===== config.mk =====
export PLATFORM = sky130hd
export DESIGN_NAME = cv32e40p_obi_sram_bridge
export DESIGN_NICKNAME = d
export VERILOG_FILES = /design/src/rtl/cv32e40p_obi_sram_pkg.sv /design/src/rtl/cv32e40p_obi_resp_pipe.sv /design/src/rtl/cv32e40p_obi_sram_bridge.sv
export SDC_FILE = /design/constraint.sdc
export NUM_CORES = 1
export LEC_CHECK = 0
export CORE_MARGIN = 10
export CORE_UTILIZATION = 27
export DETAILED_ROUTE_END_ITERATION = 8
export PLACE_DENSITY = 0.87
export SLEW_MARGIN = 20
export SYNTH_ARGS = -nofsm -noshare
export SYNTH_HDL_FRONTEND = slang
export SYNTH_SLANG_ARGS = --single-unit

===== constraint.sdc =====
create_clock -name clk_i -period 3.8 [get_ports clk_i]
set_input_delay 0.76 -clock clk_i [delete_from_list [all_inputs] [get_ports clk_i]]
set_output_delay 0.76 -clock clk_i [all_outputs]
set_load 0.005 [all_outputs]

===== src/rtl/cv32e40p_obi_sram_pkg.sv =====
// Shared types and constants for the OBI-to-SRAM bridge.
package cv32e40p_obi_sram_pkg;

    localparam int unsigned OBI_DATA_W = 32;
    localparam int unsigned OBI_BE_W   = 4;

    // Per-transaction bookkeeping carried alongside the SRAM access latency.
    typedef struct packed {
        logic valid;
        logic we;
        logic err;
    } obi_resp_tag_t;

endpackage


===== src/rtl/cv32e40p_obi_resp_pipe.sv =====
// Fixed-depth shift register that delays a response tag by SRAM_LATENCY cycles.
module cv32e40p_obi_resp_pipe
    import cv32e40p_obi_sram_pkg::*;
#(
    parameter int unsigned SRAM_LATENCY = 1
) (
    input  logic          clk_i,
    input  logic          rst_ni,
    input  obi_resp_tag_t tag_i,
    output obi_resp_tag_t tag_o
);

    obi_resp_tag_t [SRAM_LATENCY-1:0] stage_d;
    obi_resp_tag_t [SRAM_LATENCY-1:0] stage_q;

    // Shift every stage one step towards the exit; stage 0 takes the new tag.
    always_comb begin
        stage_d    = stage_q;
        stage_d[0] = tag_i;
        for (int unsigned i = 1; i < SRAM_LATENCY; i++) begin
            stage_d[i] = stage_q[i-1];
        end
    end

    // Stage registers; reset drops every in-flight tag.
    always_ff @(posedge clk_i or negedge rst_ni) begin
        if (!rst_ni) begin
            stage_q <= '0;
        end else begin
            stage_q <= stage_d;
        end
    end

    assign tag_o = stage_q[SRAM_LATENCY-1];

endmodule


===== src/rtl/cv32e40p_obi_sram_bridge.sv =====
// OBI data-port to single-port SRAM bridge with in-order fixed-latency responses.
module cv32e40p_obi_sram_bridge
    import cv32e40p_obi_sram_pkg::*;
#(
    parameter int unsigned           ADDR_WIDTH      = 32,
    parameter int unsigned           MEM_WORDS       = 16384,
    parameter logic [ADDR_WIDTH-1:0] BASE_ADDR       = '0,
    parameter int unsigned           SRAM_LATENCY    = 1,
    parameter int unsigned           MAX_OUTSTANDING = 2
) (
    input  logic                         clk_i,
    input  logic                         rst_ni,
    input  logic                         data_req_i,
    output logic                         data_gnt_o,
    input  logic [ADDR_WIDTH-1:0]        data_addr_i,
    input  logic                         data_we_i,
    input  logic [OBI_BE_W-1:0]          data_be_i,
    input  logic [OBI_DATA_W-1:0]        data_wdata_i,
    output logic                         data_rvalid_o,
    output logic [OBI_DATA_W-1:0]        data_rdata_o,
    output logic                         data_err_o,
    input  logic                         stall_i,
    output logic                         sram_ce_o,
    output logic                         sram_we_o,
    output logic [OBI_BE_W-1:0]          sram_be_o,
    output logic [$clog2(MEM_WORDS)-1:0] sram_addr_o,
    output logic [OBI_DATA_W-1:0]        sram_wdata_o,
    input  logic [OBI_DATA_W-1:0]        sram_rdata_i
);

    localparam int unsigned MEM_AW = $clog2(MEM_WORDS);
    localparam int unsigned CNT_W  = $clog2(MAX_OUTSTANDING + 1);
    // One extra bit so the window end and below-base wrap never alias.
    localparam int unsigned EXT_W  = ADDR_WIDTH + 1;
    localparam logic [EXT_W-1:0] RANGE_LO   = EXT_W'(BASE_ADDR);
    localparam logic [EXT_W-1:0] RANGE_SPAN = EXT_W'(64'(MEM_WORDS) << 2);

    logic [CNT_W-1:0] count_d;
    logic [CNT_W-1:0] count_q;
    logic [CNT_W-1:0] in_flight;
    logic [EXT_W-1:0] addr_off;
    logic             in_range;
    logic             accept;
    obi_resp_tag_t    tag_in;
    obi_resp_tag_t    tag_out;

    // Response side: exit tag qualifies rdata; writes and errors return zero.
    always_comb begin
        data_rvalid_o = tag_out.valid;
        data_err_o    = tag_out.valid & tag_out.err;
        data_rdata_o  = '0;
        if (tag_out.valid && !tag_out.we && !tag_out.err) begin
            data_rdata_o = sram_rdata_i;
        end
    end

    // Grant, range check and SRAM strobe; a retiring response frees its slot now.
    always_comb begin
        in_flight    = count_q - CNT_W'(data_rvalid_o);
        data_gnt_o   = data_req_i & ~stall_i & (32'(in_flight) < MAX_OUTSTANDING);
        accept       = data_req_i & data_gnt_o;
        addr_off     = {1'b0, data_addr_i} - RANGE_LO;
        in_range     = addr_off < RANGE_SPAN;

        sram_ce_o    = accept & in_range;
        sram_we_o    = 1'b0;
        sram_be_o    = '0;
        sram_addr_o  = '0;
        sram_wdata_o = '0;
        if (sram_ce_o) begin
            sram_we_o    = data_we_i;
            sram_be_o    = data_be_i;
            sram_addr_o  = MEM_AW'(addr_off >> 2);
            sram_wdata_o = data_wdata_i;
        end

        tag_in = '0;
        if (accept) begin
            tag_in.valid = 1'b1;
            tag_in.we    = data_we_i;
            tag_in.err   = ~in_range;
        end
    end

    // Outstanding counter next state: accept and retire in one cycle cancel.
    always_comb begin
        count_d = count_q;
        case ({accept, data_rvalid_o})
            2'b10:   count_d = count_q + CNT_W'(1);
            2'b01:   count_d = count_q - CNT_W'(1);
            default: count_d = count_q;
        endcase
    end

    // Outstanding counter register.
    always_ff @(posedge clk_i or negedge rst_ni) begin
        if (!rst_ni) begin
            count_q <= '0;
        end else begin
            count_q <= count_d;
        end
    end

    cv32e40p_obi_resp_pipe #(
        .SRAM_LATENCY (SRAM_LATENCY)
    ) u_resp_pipe (
        .clk_i  (clk_i),
        .rst_ni (rst_ni),
        .tag_i  (tag_in),
        .tag_o  (tag_out)
    );

endmodule


==> impl_metrics.env, run 1 <==
export IMPL_met3_wirelength_um=761
export IMPL_wl_um=7960
export IMPL_crit_reg2reg_launch="count_q[0]"
export IMPL_die_y_um=93
export IMPL_core_area_um2=5140
export IMPL_placed_cells=430
export IMPL_clock_sinks=5
export IMPL_cp_startpoint="data_addr_i[30]"
export IMPL_drtPass1Iterations=4
export IMPL_dieArea_um2=8650
export IMPL_ios=192
export IMPL_path_class="input pin to primary output"
export IMPL_tightest_slew_ps=602
export IMPL_grt_max_degree=54
export IMPL_syn2layout_area_growth_pct=140
export IMPL_fillers=444
export IMPL_power_density_nw_per_um2=202
export IMPL_htreeDepth=1
export IMPL_drv_cap=0
export IMPL_hpwlAfterDp_um=6660
export IMPL_hold_path_class="register to register"
export IMPL_hp_start="count_q[0]"
export IMPL_drive_gt1_share_pct=19.0
export IMPL_wl_met2_um=3970
export IMPL_irDropWorstVdd_mv=0.332
export IMPL_critPathBufInv=3
export IMPL_synth_nets=294
export IMPL_crit_required_ps=3040
export IMPL_ys_seq_elements=5
export IMPL_antenna_found_initial=0
export IMPL_status="complete, no violations"
export IMPL_start_util_pct=28.0
export IMPL_cts_tree="yes"
export IMPL_max_freq_mhz=274
export IMPL_clkTransAtPathRegs_ps=30
export IMPL_syn_area_um2=1440
export IMPL_final_common_cell="clkdlybuf4s50_1"
export IMPL_grtUsageTotal_pct=17.0
export IMPL_vias=2069
export IMPL_seq_area_frac_synth_pct=8.70
export IMPL_num_rows=26
export IMPL_port_buffers=189
export IMPL_mostFrequentLayoutCells="clkdlybuf4s50_1, nor3_2, nand3_1"
export IMPL_stdcell_count=434
export IMPL_wl_per_cell_um=18.3
export IMPL_startpoint_type="input pin"
export IMPL_hold_viol=0
export IMPL_synth_distinct_cells=21
export IMPL_die_x_um=93
export IMPL_crit_chain="clkdlybuf4s50_1, nor4_2, nand3_4, buf_12, nor4_2, clkdlybuf4s50_1"
export IMPL_syn_avg_cell_area_um2=7.65
export IMPL_cts_made_buffers=3
export IMPL_clk_path_buf_depth=2
export IMPL_slowest_stage="clkdlybuf4s50_1"
export IMPL_drt_iter0_drc=44
export IMPL_rsz0062_at_grt="no"
export IMPL_overflow=0
export IMPL_grt_pass1_wl_um=12000
export IMPL_met1_length_um=3120
export IMPL_setup_tns_final_ps=0
export IMPL_drc_errors=0
export IMPL_crit_arrival_ps=2900
export IMPL_vias_per_cell=4.77
export IMPL_clock_skew_ps=0.184
export IMPL_root_buffer="clkbuf_8"
export IMPL_setup_viol=0
export IMPL_antenna_cells=0
export IMPL_drv_slew=0
export IMPL_critPathTopFamily="buffers and inverters"
export IMPL_synth_cells=188
export IMPL_highest_layer="met4"
export IMPL_ff2ff_setup_slack_ps=2010
export IMPL_slowest_delay_ps=550
export IMPL_min_period_ps=3660
export IMPL_period_share_pct=96.2
export IMPL_gp_congestion=0.784
export IMPL_cp_end_kind="primary output"
export IMPL_grt_pass1_vias=2188
export IMPL_p_leak_nw=1.01
export IMPL_drtAntennaViolNets=0
export IMPL_clock_latency_ps=220
export IMPL_yosysWarnings=0
export IMPL_relSlewSlack_pct=59.9
export IMPL_final_nets=471
export IMPL_worstPathMaxFanout=20
-- path summary, 6_finish.rpt --
check	endpoint	cells past startpoint
min in group asynchronous	u_resp_pipe.tag_o[0]	1
worst min register to register	count_q[0]	1
max in group asynchronous	count_q[1]	1
worst max-delay path	sram_addr_o[5]	6
worst max register to register	count_q[1]	7
worst min-delay path	count_q[0]	1
-- registers in the layout, summed over array words and instances, names as in the netlist --
name               cells
u_resp_pipe.tag_o      3
count_q                2
-- cells in the mapped netlist (all sizes together) --
cell,number,area (µm²)
nand2b,3,18.8
nand2,7,26.3
nor2b,1,6.26
buf,18,130
nor2,3,11.3
nor4,10,121
xor2,1,8.76
and2,33,206
nor3b,3,22.5
nand4,1,6.26
dfrtp,5,125
nor3,46,460
ha,1,12.5
xnor2,3,26.3
nand3,46,230
clkbuf,7,26.3
-- metrics by stage --
step	worst slack (ps)	power [mW]	utilization [%]	hold slack, ps	cell area [µm²]
finish	144	0.699	67.3	505	3460
global route	0.481	0.749	67.3	546	3460
CTS	64.5	0.708	67.1	511	3450
detailed placement	65.7	0.607	66.2	502	3400
global placement	89.8	0.596	66.2	493	3400
floorplan	1350	0.382	-	462	1440
-- report_power, final --
group / switching (mW) / internal, mW / total (mW)
Clock: 0.0242 / 0.0718 / 0.0960
Combinational: 0.275 / 0.241 / 0.516
Sequential: 0.0159 / 0.0708 / 0.0868
Total: 0.315 / 0.384 / 0.699
-- per-layer routing --
layer  vias up  GRT usage [%]
met5         -              0
met4         0           4.76
met3         8           5.36
met2       108           30.4
met1       939           18.7
li1       1014              -
-- cell families (layout without fill, tap and decap cells) --
logic type,after synthesis,in the layout,share of synthesized area [%]
simple gates,153,153,77.1
buf+inv,25,201,10.9
flops,5,5,8.70
xor+xnor,4,4,2.44
fa+ha+maj,1,1,0.869
-- cell type report --
cell class | instances | area (µm²) | share of cell area (%)
Clock buffer | 4 | 45.0 | 1.30
Timing Repair Buffer | 197 | 2000 | 57.9
Sequential cell | 5 | 125 | 3.62
Tap cell | 70 | 87.6 | 2.53
Multi-Input combinational cell | 158 | 1200 | 34.7
-- what timing repair did --
action                                  in CTS  in global routing
endpoints found under the setup margin       0                 11
setup buffers                                0                  0
resized for setup                            0                  1
hold buffers                                 0                  0
endpoints found under the hold margin        0                  0
(Power assumes the default switching activity.)
==> run 2: changes to the inputs <==
ABC_AREA = 1   (was default)
CORE_UTILIZATION = 29   (was 27)
PLACE_DENSITY = 0.85   (was 0.87)
==> run 2 against run 1 <==
Wire length down 13%. Hold slack improved by 28 ps. Combinational power down 73%. Sequential share of layout area is essentially flat. Sequential power shrank 38%. Synthesized area up 7.8%. Largest power group unchanged.
==> impl_metrics.env, run 2 <==
export IMPL_internal_power_mw=0.224
export IMPL_synth_top_area_share_pct=24.5
export IMPL_grt_max_degree=53
export IMPL_ios=192
export IMPL_synth_nets=328
export IMPL_irDropWorstVdd_mv=0.0575
export IMPL_setup_tns_final_ps=0
export IMPL_drive_gt1_share_pct=19.4
export IMPL_power_density_nw_per_um2=83.0
export IMPL_synth_flop_cell="dfrtp_1"
export IMPL_drtAntennaViolNets=0
export IMPL_antenna_found_initial=0
export IMPL_final_nets=510
export IMPL_switching_share_pct=22.2
export IMPL_synth_distinct_cells=20
export IMPL_yosysMostFrequentCell="inv_1"
export IMPL_port_buffers=189
export IMPL_seqPwrFrac_pct=18.6
export IMPL_syn2layout_area_growth_pct=124
export IMPL_clock_sinks=5
export IMPL_dieArea_um2=8680
export IMPL_mostFrequentLayoutCells="clkdlybuf4s50_1, inv_1, nor3_2"
export IMPL_core_area_um2=5140
export IMPL_hpwlAfterDp_um=6240
export IMPL_yosys_top_cells_count="inv_1, nor3_2, nor2_4"
export IMPL_cts_tree="yes"
export IMPL_drc_errors=0
export IMPL_comb_power_share_pct=48.2
export IMPL_vias=1954
export IMPL_relSlewSlack_pct=33.6
export IMPL_grtUsageTotal_pct=15.3
export IMPL_pwr_share_clk_pct=33.2
export IMPL_hold_viol=0
export IMPL_async_reset_ff_share_pct=100
export IMPL_cts_setup_buffers=0
export IMPL_ys_seq_elements=5
export IMPL_hold_path_class="register to register"
export IMPL_vias_per_cell=4.13
export IMPL_wl_per_cell_um=14.7
export IMPL_tightest_slew_ps=996
export IMPL_drt_iter0_drc=36
export IMPL_clock_latency_ps=220
export IMPL_cts_hold_buf=0
export IMPL_min_period_ps=3340
export IMPL_drv_slew=0
export IMPL_startpoint_type="input pin"
export IMPL_crit_required_ps=3040
export IMPL_path_class="input pin to primary output"
export IMPL_yosysWarnings=0
export IMPL_seq_area_frac_synth_pct=8.06
export IMPL_cts_made_buffers=3
export IMPL_root_buffer="clkbuf_8"
export IMPL_period_share_pct=88.0
export IMPL_start_util_pct=30.2
export IMPL_synth_adder_area_share_pct=0.806
export IMPL_post_cts_resized=0
export IMPL_overflow=0
export IMPL_clkTransAtPathRegs_ps=40
export IMPL_num_rows=26
export IMPL_fillers=427
export IMPL_die_y_um=93.1
export IMPL_synth_top_family_by_area="simple AND/OR/NAND/NOR gates"
export IMPL_grt_pass1_wl_um=10800
export IMPL_synth_cells=222
export IMPL_htreeDepth=1
export IMPL_synth_area_leaders="nor3_2, nor2_4, inv_1"
export IMPL_p_total_mw=0.288
export IMPL_die_x_um=93.1
export IMPL_antenna_cells=0
export IMPL_drtPass1Iterations=4
export IMPL_syn_avg_cell_area_um2=6.99
export IMPL_rsz0062_at_grt="no"
export IMPL_syn_area_um2=1550
export IMPL_final_common_cell="clkdlybuf4s50_1"
export IMPL_p_leak_nw=1.43
export IMPL_status="complete, no violations"
export IMPL_wl_um=6930
export IMPL_worstPathMaxFanout=52
export IMPL_yosys_area_top_type="nor3_2"
export IMPL_clk_path_buf_depth=2
export IMPL_synthMuxAreaShare_pct=0
export IMPL_largest_reg_flops=3
export IMPL_power_switching_mw=0.0639
export IMPL_drv_cap=0
export IMPL_grt_pass1_vias=2072
export IMPL_setup_viol=0
export IMPL_yosys_area_share_simple_pct=57.6
export IMPL_gp_congestion=0.778
export IMPL_synth_edf_count=0
export IMPL_synth_xor_xnor_area_share_pct=1.13
export IMPL_crit_arrival_ps=2580
export IMPL_synth_compound_area_share_pct=0.968
export IMPL_max_freq_mhz=299
export IMPL_clock_skew_ps=3.02
export IMPL_cp_end_kind="primary output"
[run 2: cell count changes after synthesis, moves of 8 or more]
cell / change
and2_1: -33
inv_1: +88
nand3_1: -45
nor2_1: +12
nor2_4: +30
nor3_1: +13
nor3_2: -8
[run 2: logic make-up (layout without fill, tap and decap cells)]
group | Yosys count | count (layout)
compound gates | 3 | 3
xor+xnor | 2 | 2
fa+ha+maj | 1 | 1
buf+inv | 104 | 285
flops | 5 | 5
simple gates | 107 | 107
[run 2: worst paths after layout]
path / endpoint / slack [ps] / depth (start not counted) / startpoint
setup / recovery: sram_be_o[1] / 460 / 8 / data_addr_i[20]
hold / removal: count_q[0] / 530 / 1 / count_q[0]
setup reg to reg: count_q[1] / 2000 / 8 / count_q[0]
hold reg to reg: count_q[0] / 530 / 1 / count_q[0]
max in group asynchronous: u_resp_pipe.tag_o[1] / 2860 / 1 / rst_ni
min in group asynchronous: count_q[1] / 760 / 1 / rst_ni
[run 2: metal layers]
metal	vias to the layer above	wire length (µm)	global-route usage (%)	share of wire, %
met3	4	817	7.35	12
met4	0	64	3.21	0.92
met2	116	3430	27.6	49
li1	983	-	-	-
met1	851	2620	15.7	38
met5	-	0	0	0
[run 2: power by group through the flow]
stage                     Sequential (mW)  Clock (mW)  Combinational [mW]
after global routing               0.0535       0.106               0.150
after detailed placement           0.0542           0               0.140
after floorplan                    0.0542           0              0.0322
final                              0.0536      0.0958               0.139
after global placement             0.0542           0               0.135
after CTS                          0.0536      0.0977               0.140
[run 2: worst max-delay path, stage by stage]
cell             delay (ps)
clkdlybuf4s50_1         410
nor2_1                  110
nand2_1                  60
nor2_1                  180
nand2_2                  90
buf_12                  200
nor3_1                  170
clkdlybuf4s50_1         570
[run 2: final cells by class]
cell class                      count  area (µm²)  share of cell area [%]
Multi-Input combinational cell    113         943                    27.2
Tap cell                           70        87.6                    2.52
Inverter                           89         334                    9.61
Timing Repair Buffer              192        1940                    55.8
Clock buffer                        4        45.0                    1.30
Sequential cell                     5         125                    3.60
[run 2: stage by stage]
| step | setup WS, ps | std cells | instance area [µm²] | hold WS (ps) | utilization (%) |
|---|---|---|---|---|---|
| 6_report | 456 | 473 | 3470 | 533 | 67.6 |
| 5_1_grt | 324 | 473 | 3470 | 554 | 67.6 |
| 4_1_cts | 448 | 473 | 3470 | 533 | 67.6 |
| 3_5_place_dp | 441 | 469 | 3430 | 528 | 66.7 |
| 3_3_place_gp | 510 | 469 | 3430 | 516 | 66.7 |
| 2_1_floorplan | 1540 | 222 | 1550 | 464 | - |
==> run 3: changes to the inputs <==
CELL_PAD_IN_SITES_DETAIL_PLACEMENT = 0   (was default)
CELL_PAD_IN_SITES_GLOBAL_PLACEMENT = 2   (was default)
CORE_UTILIZATION = 12   (was 29)
PLACE_DENSITY = 0.82   (was 0.85)
==> run 3 against run 2 <==
Combinational power barely moved. Clock skew shrank 2.7 ps. Final area is 4.4% higher. Global-route usage is 8.0 points lower. Total power rose by 26%. Non-clock buffer count fell by 1. Utilization decreased by 39 points. First-iteration DRC count shrank 28%. Register-to-register slack hardly changed. Die area up 110%. Wire length is 1.7% higher. Worst setup slack better by 19 ps. Critical endpoint is now sram_wdata_o[2]. Highest routed layer unchanged.
==> impl_metrics.env, run 3 (synthesis results as in run 2) <==
export IMPL_cts_hold_buf=0
export IMPL_startpoint_type="input pin"
export IMPL_cts_setup_buffers=0
export IMPL_drv_slew=0
export IMPL_num_rows=41
export IMPL_drtPass1Iterations=2
export IMPL_overflow=0
export IMPL_die_y_um=134
export IMPL_ios=192
export IMPL_start_util_pct=12.3
export IMPL_setup_tns_final_ps=0
export IMPL_clk_path_buf_depth=2
export IMPL_syn2layout_area_growth_pct=134
export IMPL_crit_arrival_ps=2560
export IMPL_final_nets=509
export IMPL_grt_pass1_vias=2084
export IMPL_vias=1924
export IMPL_mostFrequentLayoutCells="clkdlybuf4s50_1, inv_1, nor3_2"
export IMPL_setup_viol=0
export IMPL_drt_iter0_drc=26
export IMPL_power_density_nw_per_um2=99.9
export IMPL_cp_end_kind="primary output"
export IMPL_root_buffer="clkbuf_16"
export IMPL_drive_gt1_share_pct=19.2
export IMPL_cts_tree="yes"
export IMPL_grtUsageTotal_pct=7.31
export IMPL_clock_latency_ps=220
export IMPL_period_share_pct=87.5
export IMPL_gp_congestion=0.672
export IMPL_wl_per_cell_um=12.3
export IMPL_post_cts_resized=0
export IMPL_tightest_slew_ps=1010
export IMPL_grt_max_degree=58
export IMPL_clkTransAtPathRegs_ps=30
export IMPL_crit_reg2reg_launch="count_q[0]"
export IMPL_hpwlAfterDp_um=6160
export IMPL_min_period_ps=3320
export IMPL_clock_sinks=5
export IMPL_max_freq_mhz=301
export IMPL_reg2reg_to="count_q[1]"
export IMPL_relSlewSlack_pct=32.7
export IMPL_drtAntennaViolNets=0
export IMPL_path_class="input pin to primary output"
export IMPL_hold_viol=0
export IMPL_worstPathMaxFanout=52
export IMPL_fillers=1399
export IMPL_port_buffers=189
export IMPL_clock_skew_ps=0.325
export IMPL_die_x_um=134
export IMPL_whs_path_depth=1
export IMPL_vias_per_cell=3.35
export IMPL_ff2ff_setup_slack_ps=2000
export IMPL_dieArea_um2=17900
export IMPL_cp_startpoint="data_addr_i[20]"
export IMPL_holdPathEnd="count_q[0]"
export IMPL_htreeDepth=1
export IMPL_irDropWorstVdd_mv=0.0897
export IMPL_status="complete, no violations"
export IMPL_cts_made_buffers=3
export IMPL_largest_reg_flops=3
export IMPL_crit_required_ps=3040
export IMPL_drc_errors=0
export IMPL_drv_cap=0
export IMPL_worst_r2r_cell_count=8
export IMPL_grt_pass1_wl_um=10900
export IMPL_wl_um=7060
export IMPL_antenna_cells=0
export IMPL_p_total_mw=0.362
export IMPL_rsz0062_at_grt="no"
export IMPL_hp_start="count_q[0]"
export IMPL_hold_path_class="register to register"
export IMPL_antenna_found_initial=0
export IMPL_core_area_um2=12600
export IMPL_final_common_cell="clkdlybuf4s50_1"
export IMPL_p_leak_nw=1.44
run 3: cell count changes in the layout (fill, tap and decap cells not counted), sizes merged:
cell / previous run / this run
buf: 3 / 2
run 3: power by group:
group          internal (mW)  total (mW)  leakage, nW  switching, mW
combinational         0.0989       0.139         1.34         0.0399
sequential            0.0536      0.0536       0.0647              0
clock                  0.139       0.170       0.0382         0.0312
run 3: per-stage QoR:
step                worst slack (ps)  util [%]  hold slack (ps)  cells  area (µm²)
floorplan                       1540         -              464    222        1550
global placement                 463      28.1              517    570        3550
detailed placement               443      28.1              537    570        3550
CTS                              437      28.8              539    574        3630
global route                     251      28.8              592    574        3630
finish                           475      28.8              536    574        3630
run 3: layer usage:
| layer | wire (µm) | up-vias | track usage [%] |
|---|---|---|---|
| met5 | 0 | - | 0 |
| met4 | 55 | 0 | 1.63 |
| met3 | 1140 | 4 | 4.92 |
| met2 | 3200 | 119 | 11.9 |
| met1 | 2660 | 819 | 7.68 |
| li1 | - | 982 | - |
run 3: how the worst max path moves through the flow:
stage                     cells after the start               to  slack (ps)
after detailed placement                      8  sram_wdata_o[2]         440
after global placement                        7        sram_we_o         460
after CTS                                     7        sram_we_o         440
after floorplan                               6  sram_addr_o[10]        1540
after global routing                          8     sram_be_o[1]         250
final                                         8  sram_wdata_o[2]         480
run 3: cell type report:
| class | count | area (µm²) | area share (%) |
|---|---|---|---|
| clock buffer | 4 | 78.8 | 2.17 |
| inverter | 89 | 334 | 9.21 |
| multi-input combinational | 113 | 943 | 26.0 |
| sequential | 5 | 125 | 3.45 |
| tap | 172 | 215 | 5.93 |
| timing repair buffer | 191 | 1930 | 53.2 |
run 3: critical path: stages:
cell	delay, ps
clkdlybuf4s50_1	400
nor2_1	100
nand2_1	60
nor2_1	170
nand2_2	90
buf_12	190
nor3_1	200
clkdlybuf4s50_1	540
